[src/rtl/mnist_seq_pkg.sv]
// ---------------------------------------------------------------------------
// mnist_seq_pkg
// Shared definitions for the MNIST batch sequencer. It holds the FSM state
// encoding, the width of an accelerator digit, the largest legal digit value,
// and the rule that decides whether a prediction is correct.
// ---------------------------------------------------------------------------
package mnist_seq_pkg;

   localparam int DIGIT_W   = 4;
   localparam int MAX_DIGIT = 9;

   typedef enum logic [2:0] {
      IDLE   = 3'd0,
      ISSUE  = 3'd1,
      WAIT   = 3'd2,
      SCORE  = 3'd3,
      DRAIN  = 3'd4,
      FINISH = 3'd5
   } seq_state_t;

   // A prediction is correct only if it equals the label and is a real digit.
   // The 4-bit encoding can carry 10..15, and those values always count as
   // wrong, even when the label store holds the same out-of-range value.
   function automatic logic digit_matches(input logic [DIGIT_W-1:0] digit,
                                          input logic [DIGIT_W-1:0] label);
      return (digit == label) && (digit <= DIGIT_W'(MAX_DIGIT));
   endfunction

endpackage

[src/rtl/mnist_seq_watchdog.sv]
// ---------------------------------------------------------------------------
// mnist_seq_watchdog
// Counts the cycles spent waiting for the accelerator on one image.
//   clk     : clock, rising edge
//   rst     : synchronous active-low reset
//   clear   : restart the count from zero (wins over enable)
//   enable  : count this cycle
//   expired : high during the TIMEOUT-th consecutive enabled cycle
// ---------------------------------------------------------------------------
module mnist_seq_watchdog #(
   parameter int TIMEOUT = 5000
) (
   input  logic clk,
   input  logic rst,
   input  logic clear,
   input  logic enable,
   output logic expired
);

   localparam int CNT_W = $clog2(TIMEOUT + 1);

   logic [CNT_W-1:0] count;

   // The count is k-1 during the k-th enabled cycle. Flagging expiry
   // combinationally in that cycle lets the sequencer leave WAIT after exactly
   // TIMEOUT cycles, and lets a same-cycle acc_done take priority.
   assign expired = enable && (count == CNT_W'(TIMEOUT - 1));

   // NOTE: sequential state uses non-blocking assignments so every flop
   // samples the values from before the edge, independent of block order.
   always_ff @(posedge clk) begin
      if (!rst) begin
         count <= '0;
      end else if (clear) begin
         count <= '0;
      end else if (enable && !expired) begin
         // Saturates at TIMEOUT-1 so the count cannot wrap around.
         count <= count + CNT_W'(1);
      end
   end

endmodule

[src/rtl/mnist_batch_sequencer.sv]
// ---------------------------------------------------------------------------
// mnist_batch_sequencer
// Runs a batch of NUM_IMG images through an accelerator and scores each
// prediction against the expected label.
//
// Optional feature: define MNIST_SEQ_FAILMAP_EN to add the fail_map output,
// which holds one bit per image that failed or timed out.
//
// Ports
//   clk         : clock, rising edge
//   rst         : synchronous active-low reset
//   go          : one-cycle batch request; ignored while busy
//   busy        : high while a batch is in progress
//   batch_done  : one-cycle pulse at the end of a batch
//   img_idx     : image/label select for the image and label stores
//   acc_start   : one-cycle accelerator start pulse
//   acc_done    : accelerator completion (level)
//   acc_digit   : accelerator argmax; valid while acc_done is high
//   exp_label   : expected label; valid one cycle after img_idx changes
//   pass_cnt    : number of correct predictions in this batch
//   fail_cnt    : number of wrong predictions plus timeouts in this batch
//   last_digit  : most recently captured acc_digit
//   timeout_err : sticky for the batch; set on any timeout
//   fail_map    : (MNIST_SEQ_FAILMAP_EN only) bit i is set when image i fails
// ---------------------------------------------------------------------------
module mnist_batch_sequencer
   import mnist_seq_pkg::*;
#(
   parameter int NUM_IMG = 10,
   parameter int TIMEOUT = 5000,
   parameter int IDX_W   = 8
) (
   input  logic               clk,
   input  logic               rst,
   input  logic               go,
   output logic               busy,
   output logic               batch_done,
   output logic [IDX_W-1:0]   img_idx,
   output logic               acc_start,
   input  logic               acc_done,
   input  logic [3:0]         acc_digit,
   input  logic [3:0]         exp_label,
   output logic [IDX_W:0]     pass_cnt,
   output logic [IDX_W:0]     fail_cnt,
   output logic [3:0]         last_digit,
   output logic               timeout_err
`ifdef MNIST_SEQ_FAILMAP_EN
   ,
   output logic [NUM_IMG-1:0] fail_map
`endif
);

   localparam logic [IDX_W-1:0] LAST_IDX = IDX_W'(NUM_IMG - 1);
   localparam logic [IDX_W:0]   CNT_ONE  = (IDX_W + 1)'(1);

   seq_state_t state;
   seq_state_t state_next;

   logic wd_clear;
   logic wd_enable;
   logic wd_expired;
   logic last_image;

   assign last_image = (img_idx == LAST_IDX);

   // ------------------------------------------------------------------------
   // Watchdog: restarted in ISSUE and counting only while in WAIT.
   // ------------------------------------------------------------------------
   mnist_seq_watchdog #(
      .TIMEOUT (TIMEOUT)
   ) u_watchdog (
      .clk     (clk),
      .rst     (rst),
      .clear   (wd_clear),
      .enable  (wd_enable),
      .expired (wd_expired)
   );

   // ------------------------------------------------------------------------
   // State register
   // ------------------------------------------------------------------------
   always_ff @(posedge clk) begin
      if (!rst) begin
         state <= IDLE;
      end else begin
         state <= state_next;
      end
   end

   // ------------------------------------------------------------------------
   // Next-state and control outputs
   // ------------------------------------------------------------------------
   always_comb begin
      // NOTE: every signal gets a default before the case statement, so no
      // path leaves a value unassigned and no latch is inferred.
      state_next = state;
      busy       = (state != IDLE);
      acc_start  = 1'b0;
      batch_done = 1'b0;
      wd_clear   = 1'b0;
      wd_enable  = 1'b0;

      unique case (state)
         IDLE: begin
            if (go) begin
               state_next = ISSUE;
            end
         end

         ISSUE: begin
            acc_start  = 1'b1;
            wd_clear   = 1'b1;
            state_next = WAIT;
         end

         WAIT: begin
            wd_enable = 1'b1;
            // A completion in the expiry cycle is still a completion.
            if (acc_done) begin
               state_next = SCORE;
            end else if (wd_expired) begin
               state_next = DRAIN;
            end
         end

         SCORE: begin
            state_next = DRAIN;
         end

         DRAIN: begin
            // Wait for the level acc_done to drop so that one completion is
            // never scored twice.
            if (!acc_done) begin
               state_next = last_image ? FINISH : ISSUE;
            end
         end

         FINISH: begin
            batch_done = 1'b1;
            state_next = IDLE;
         end

         default: begin
            state_next = IDLE;
         end
      endcase
   end

   // ------------------------------------------------------------------------
   // Batch datapath: image index, scoreboard counters and captured digit.
   // The counters stay at their final values after FINISH and are cleared
   // only when the next batch is accepted.
   // ------------------------------------------------------------------------
   always_ff @(posedge clk) begin
      if (!rst) begin
         img_idx     <= '0;
         pass_cnt    <= '0;
         fail_cnt    <= '0;
         last_digit  <= '0;
         timeout_err <= 1'b0;
      end else begin
         unique case (state)
            IDLE: begin
               if (go) begin
                  img_idx     <= '0;
                  pass_cnt    <= '0;
                  fail_cnt    <= '0;
                  timeout_err <= 1'b0;
               end
            end

            WAIT: begin
               if (acc_done) begin
                  last_digit <= acc_digit;
               end else if (wd_expired) begin
                  fail_cnt    <= fail_cnt + CNT_ONE;
                  timeout_err <= 1'b1;
               end
            end

            SCORE: begin
               if (digit_matches(last_digit, exp_label)) begin
                  pass_cnt <= pass_cnt + CNT_ONE;
               end else begin
                  fail_cnt <= fail_cnt + CNT_ONE;
               end
            end

            DRAIN: begin
               // The index stops at the last image, so it never runs past
               // the end of the batch.
               if (!acc_done && !last_image) begin
                  img_idx <= img_idx + IDX_W'(1);
               end
            end

            default: begin
            end
         endcase
      end
   end

`ifdef MNIST_SEQ_FAILMAP_EN
   // ------------------------------------------------------------------------
   // Per-image failure map. A shifted one-hot mask avoids indexing the map
   // with the (possibly wider) image index.
   // ------------------------------------------------------------------------
   logic [NUM_IMG-1:0] idx_mask;

   assign idx_mask = NUM_IMG'(1) << img_idx;

   always_ff @(posedge clk) begin
      if (!rst) begin
         fail_map <= '0;
      end else begin
         unique case (state)
            IDLE: begin
               if (go) begin
                  fail_map <= '0;
               end
            end

            WAIT: begin
               if (!acc_done && wd_expired) begin
                  fail_map <= fail_map | idx_mask;
               end
            end

            SCORE: begin
               if (!digit_matches(last_digit, exp_label)) begin
                  fail_map <= fail_map | idx_mask;
               end
            end

            default: begin
            end
         endcase
      end
   end
`endif

endmodule

[config.mk]
export PLATFORM = sky130hd
export DESIGN_NAME = mnist_batch_sequencer
export DESIGN_NICKNAME = d
export VERILOG_FILES = /design/src/rtl/mnist_seq_pkg.sv /design/src/rtl/mnist_seq_watchdog.sv /design/src/rtl/mnist_batch_sequencer.sv
export SDC_FILE = /design/constraint.sdc
export NUM_CORES = 1
export LEC_CHECK = 0
export BUFFER_PORTS_ARGS = -buffer_cell sky130_fd_sc_hd__buf_2
export CORE_MARGIN = 4
export CORE_UTILIZATION = 50
export CTS_CLUSTER_SIZE = 8
export DETAILED_ROUTE_END_ITERATION = 10
export GPL_ROUTABILITY_DRIVEN = 0
export MAX_ROUTING_LAYER = met4
export PLACE_DENSITY = 0.73
export REMOVE_ABC_BUFFERS = 1
export SLEW_MARGIN = 10
export SYNTH_ARGS = -nofsm -noshare
export SYNTH_HDL_FRONTEND = slang
export SYNTH_SLANG_ARGS = --single-unit
[constraint.sdc]
create_clock -name clk -period 4.4 [get_ports clk]
set_input_delay 0.88 -clock clk [delete_from_list [all_inputs] [get_ports clk]]
set_output_delay 0.88 -clock clk [all_outputs]
set_load 0.02 [all_outputs]
==> results.cfg, run 1 <==
[synthesis]
synth_edf_count = 0
avgSynthCellArea_um2 = 8.51
synth_cell_type_count = 61
synthArstFlopShare_pct = 0
synth_cells = 287
synth_ff_type = dfxtp_1
ys_seq_area_share_pct = 38.5
ys_ff_latch = 47
yosysWarnings = 0
netlist_top_cells_area = dfxtp_1, nor2_1, a21oi_1
netlist.area_leader.share_pct = 38.5
yosys-top-cells-count = dfxtp_1, nor2_1, a21oi_1, nor3_1, o21ai_0
synth_top_area_cell = dfxtp_1
synthesis.area_um2 = 2440
yosys.cell_count.top_type = dfxtp_1

[placed_design]
dpl.hpwl_um = 3840
place_area_um2 = 2730
placed_cells = 393
port_buffers = 45

[clock_network]
clock_latency_ns = 0.30
cts.repair.resized = 0
root_buffer = clkbuf_8
clock_path_buffers = 2
postCtsSetupRepairBufs = 0
htree_levels = 2
cts_tree = yes
cts_inserted_buffers = 5
cts_sinks = 47
clkTransAtPathRegs_ns = 0.09
cts_hold_buf = 0

[final_layout]
drive_above_1_share_pct = 21.3
nFillCells = 426
area_growth_pct = 16.5
fin_area_um2 = 2850
diodes = 0
instances_no_fill = 401
nets = 350

[die]
ios = 46
core_area_um2 = 4720
rows = 25
dieWidth_um = 77.9
die-area_um2 = 6070
initial_core_util_pct = 51.7
die_h_um = 77.9

[sta]
clock_skew_ns = 0.00315
fin_crit_sh_pct = 55.3
fin_tns_setup_ns = 0
report.final.hold_viol_count = 0
setup_viol = 0
maxSlewViolCount = 0
relSlewSlack_pct = 54.9
period_needed_ns = 2.43
tightestPinTransition_ns = 0.674
rsz0062_at_grt = no
fmax_ghz = 0.411

[setup_path]
crit_chain = inv_1 -> nand2_1 -> nor2_1 -> buf_2
crit_family = flip-flops
arrival_ns = 1.55
worst_path_largest_cell_delay_ns = 0.63
critPathKind = reg -> out
cp_slowest_cell = dfxtp_1
worstSetupStartpointType = flip-flop
crit_fanout = 14
crit_buf_inv = 2
end_kind = primary output
worstPathRequired_ns = 3.52

[detailed_routing]
wl_met1_um = 2620
maxUsedRoutingLayer = met4
ant_nets = 0
first_iter_violations = 96
totalWireLength_um = 5410
drc = 0
vias_per_cell = 5.51
dr.pass1.iters = 4
wl_met3_um = 257
dr_wl_met2_um = 2460
wl_per_cell_um = 13.5
vias = 2208

[power]
ir_drop_mv = 0.199
p_sw_mw = 0.326
p_seq_share_pct = 46.2
fin_total_pwr_mw = 1.02
p_int_mw = 0.691
powerDensity_nw_per_um2 = 357
p_comb_share_pct = 21.5
p_leak_nw = 1.11
p_sw_share_pct = 32.1
p_clk_share_pct = 32.3

[min_path]
hold_path.class = reg -> reg

[flow_run]
drv_cap = 0

[global_routing]
grt_pass1_vias = 1958
track_usage_pct = 18.4
grt_max_degree = 20
grt_pass1_wl_um = 9040
grt-ovfl-total = 0
antenna_found_initial = 0

[run_status]
outcome = complete, no violations
## cell families (layout without fill, tap and decap cells)
kind of cell	Yosys count	in the layout	synth area share, %
flip-flops	47	47	38.5
multiplexers	5	5	2.05
XOR/XNOR	16	16	5.73
AO/OA/AOI/OAI	69	69	20.0
AND/OR/NAND/NOR	125	125	27.9
buffers and inverters	20	67	3.28
adder cells (fa/ha/maj)	5	5	2.56
## cells in the final DEF, fill, tap and decap left out, types with 9 or more instances in the layout
master and n:
nand2_1 15, xnor2_1 9, dfxtp_1 47, o21ai_0 16, nand3_1 15, buf_2 45
and3_1 9, a21oi_1 17, inv_1 12, nor2_1 36, nor3_1 16
## through the flow
step                hold slack [ns]  utilization, %  setup WS, ns
global route                  0.529            60.3          1.82
detailed placement            0.473            57.8          1.69
global placement              0.473            57.8          1.78
finish                        0.492            60.3          1.97
CTS                           0.498            60.3          1.95
floorplan                     0.470               -          2.06
## flip-flops by register name (all words and copies together) (netlist names)
| name | cells |
|---|---|
| img_idx | 8 |
| u_watchdog.count | 13 |
| timeout_err | 1 |
| last_digit | 4 |
| pass_cnt | 9 |
| fail_cnt | 9 |
| state | 3 |
## worst paths after layout
check | from | endpoint | slack [ns] | cells after the start
setup reg to reg | state[1]$_SDFFE_PN0P_ | fail_cnt[3]$_SDFFE_PN0P_ | 2.00 | 5
hold reg to reg | timeout_err$_SDFFE_PN0P_ | timeout_err$_SDFFE_PN0P_ | 0.49 | 2
setup / recovery | state[1]$_SDFFE_PN0P_ | acc_start | 1.97 | 4
hold / removal | timeout_err$_SDFFE_PN0P_ | timeout_err$_SDFFE_PN0P_ | 0.49 | 2
## layer usage
metal / track usage [%] / vias up
met5: - / -
met4: 4.72 / 0
met3: 4.18 / 7
met2: 28.6 / 49
met1: 24.4 / 1006
li1: - / 1146
## tightest hold or removal path: cells and delay by family, from the launching register on
kind               cells  cell delay, ns
DFF                    1            0.35
and+or+nand+nor        1            0.07
AOI/OAI and AO/OA      1            0.05
## final cells by class
type / instances / area (µm²) / share of cell area [%]
well taps: 67 / 83.8 / 2.95
inverters: 13 / 48.8 / 1.71
repair buffers: 46 / 233 / 8.18
flip-flops and latches: 47 / 941 / 33.1
clock inverters: 2 / 35.0 / 1.23
clock buffers: 6 / 82.6 / 2.90
multi-input cells: 220 / 1420 / 50.0
## power groups by stage
stage	Combinational [mW]	Sequential (mW)	Clock (mW)
global route	0.241	0.474	0.353
floorplan	0.149	0.480	0
global placement	0.217	0.480	0
CTS	0.219	0.470	0.334
finish	0.218	0.470	0.329
detailed placement	0.218	0.480	0
Power figures use the tool's default switching activity.
==> run 2: changes to the inputs <==
- ABC_AREA: unset -> 1
- PLACE_DENSITY: 0.73 -> 0.72
- clock period: 4.4 -> 2.3 ns (I/O delays scaled with it)
==> results.cfg, run 2 <==
[global_routing]
grt-ovfl-total = 0
antenna_found_initial = 0
track_usage_pct = 20.6
grt_max_degree = 25
grt_pass1_vias = 2412
grt_pass1_wl_um = 10700

[final_layout]
nets = 501
layout.cells.most_common_list = nand2_1, nor2_1, inv_1
diodes = 0
top_register = u_watchdog.count
reg_top3 = u_watchdog.count x13, fail_cnt x9, pass_cnt x9
area_growth_pct = 14.0
largest_reg_flops = 13
final_common_cell = nand2_1
drive_above_1_share_pct = 14.0

[synthesis]
synth-compound-area-share_pct = 12.5
synth_cell_type_count = 26
synth_edf_count = 0
avgSynthCellArea_um2 = 6.28
synth_xor_area_share_pct = 3.19
netlist.area_leader.share_pct = 34.2
synthAdderAreaFrac_pct = 2.28
synthArstFlopShare_pct = 0
muxShareOfSynthArea_pct = 0
synth_top_area_cell = dfxtp_1
netlist_top_cells_area = dfxtp_1, nand2_1, a21oi_1
synth_top_family_by_area = simple AND/OR/NAND/NOR gates
yosys.cell_count.top_type = nand2_1
ys_ff_latch = 47
ys_seq_area_share_pct = 34.2
synth_cells = 438
synth_simple_gate_area_share_pct = 38.6
yosys-top-cells-count = nand2_1, nor2_1, inv_1, dfxtp_1, a21oi_1
synthesis.area_um2 = 2750
synth_ff_type = dfxtp_1
yosysWarnings = 0

[sta]
maxSlewViolCount = 0
fmax_ghz = 0.535
relSlewSlack_pct = 49.0
rsz0062_at_grt = no
report.final.hold_viol_count = 0
setup_slack_ns = 0.429
setup_viol = 0
fin_crit_sh_pct = 81.3
hold_ws_ns = 0.439
clock_skew_ns = 0.00617
period_needed_ns = 1.87
fin_tns_setup_ns = 0
tightestPinTransition_ns = 0.756

[setup_path]
worstSetupStartpointType = flip-flop
cp_common_cell = nand3_1
worstPathRequired_ns = 2.45
arrival_ns = 2.03
rrSetupSlack_ns = 0.43
worst_path_largest_cell_delay_ns = 0.40
end_kind = flip-flop
crit_family = simple AND/OR/NAND/NOR gates
critPathKind = reg -> reg
crit_fanout = 17
crit_buf_inv = 1
crit_chain = ha_1 -> nand2_1 -> nor2_1 -> nand3_1 -> nand2_2 -> inv_1 -> nand3_1 -> a21oi_1
cp_slowest_cell = dfxtp_1

[die]
die_h_um = 82.1
dieWidth_um = 82.1
initial_core_util_pct = 52.8
rows = 26
core_area_um2 = 5200
ios = 46
die-area_um2 = 6750

[clock_network]
root_buffer = clkbuf_8
postCtsSetupRepairBufs = 0
cts_tree = yes
clock_path_buffers = 2
htree_levels = 2
cts_inserted_buffers = 5
cts.repair.resized = 0
cts_sinks = 47
clkTransAtPathRegs_ns = 0.08
cts_hold_buf = 0
clock_latency_ns = 0.30

[detailed_routing]
vias = 2771
ant_nets = 0
wl_per_cell_um = 11.3
drc = 0
vias_per_cell = 5.00
totalWireLength_um = 6270
first_iter_violations = 111
dr.pass1.iters = 4

[placed_design]
port_buffers = 45
dp_slack_ns = 0.437
dpl.hpwl_um = 4650

[power]
powerDensity_nw_per_um2 = 690
p_leak_nw = 1.30
fin_total_pwr_mw = 2.16
ir_drop_mv = 0.324

[min_path]
hold_path.class = in -> reg

[run_status]
outcome = complete, no violations

[flow_run]
drv_cap = 0
run 2: worst paths after layout:
kind,startpoint,end,depth (start not counted)
worst max-delay path,u_watchdog.count[0]$_SDFFE_PP0P_,u_watchdog.count[5]$_SDFFE_PP0P_,8
worst min register to register,u_watchdog.count[5]$_SDFFE_PP0P_,u_watchdog.count[5]$_SDFFE_PP0P_,2
worst min-delay path,acc_digit[1],last_digit[1]$_SDFFE_PN0P_,3
worst max register to register,u_watchdog.count[0]$_SDFFE_PP0P_,u_watchdog.count[5]$_SDFFE_PP0P_,8
run 2: cell families (layout without fill, tap and decap cells):
group	count (synthesis)	in the layout
compound gates	66	66
xor+xnor	10	10
fa+ha+maj	5	5
buf+inv	63	109
flops	47	47
simple gates	247	247
run 2: stage by stage:
stage	utilization [%]	instance area, µm²	cells
after floorplan	-	2700	430
after global placement	58.2	3030	547
after detailed placement	58.2	3030	547
after CTS	60.2	3130	554
after global routing	60.2	3130	554
final	60.2	3130	554
run 2: layout make-up:
cell class	instances	area, µm²
inverters	55	206
clock buffers	6	72.6
fillers	520	2070
clock inverters	1	30.0
well taps	70	87.6
multi-input cells	328	1560
flip-flops and latches	47	941
repair buffers	47	240
run 2: power by group:
group          leakage, nW  internal [mW]  switching (mW)  total [mW]
Combinational        0.868          0.179           0.470       0.649
Clock               0.0513          0.319           0.276       0.596
Sequential           0.380          0.862          0.0542       0.916
run 2: per-layer routing:
layer / up-vias / GRT usage [%] / share of wire, % / wire length, µm
met3: 10 / 3.15 / 3.4 / 216
met5: - / - / 0 / 0
met2: 44 / 33.2 / 47 / 2940
met1: 1224 / 26.5 / 48 / 3020
li1: 1493 / - / - / -
met4: 0 / 6.81 / 1.6 / 102
run 2: tightest hold or removal path, delay by kind of cell:
family / cells / cell delay, ns
buffers and inverters: 1 / 0.07
AO/OA/AOI/OAI: 2 / 0.17
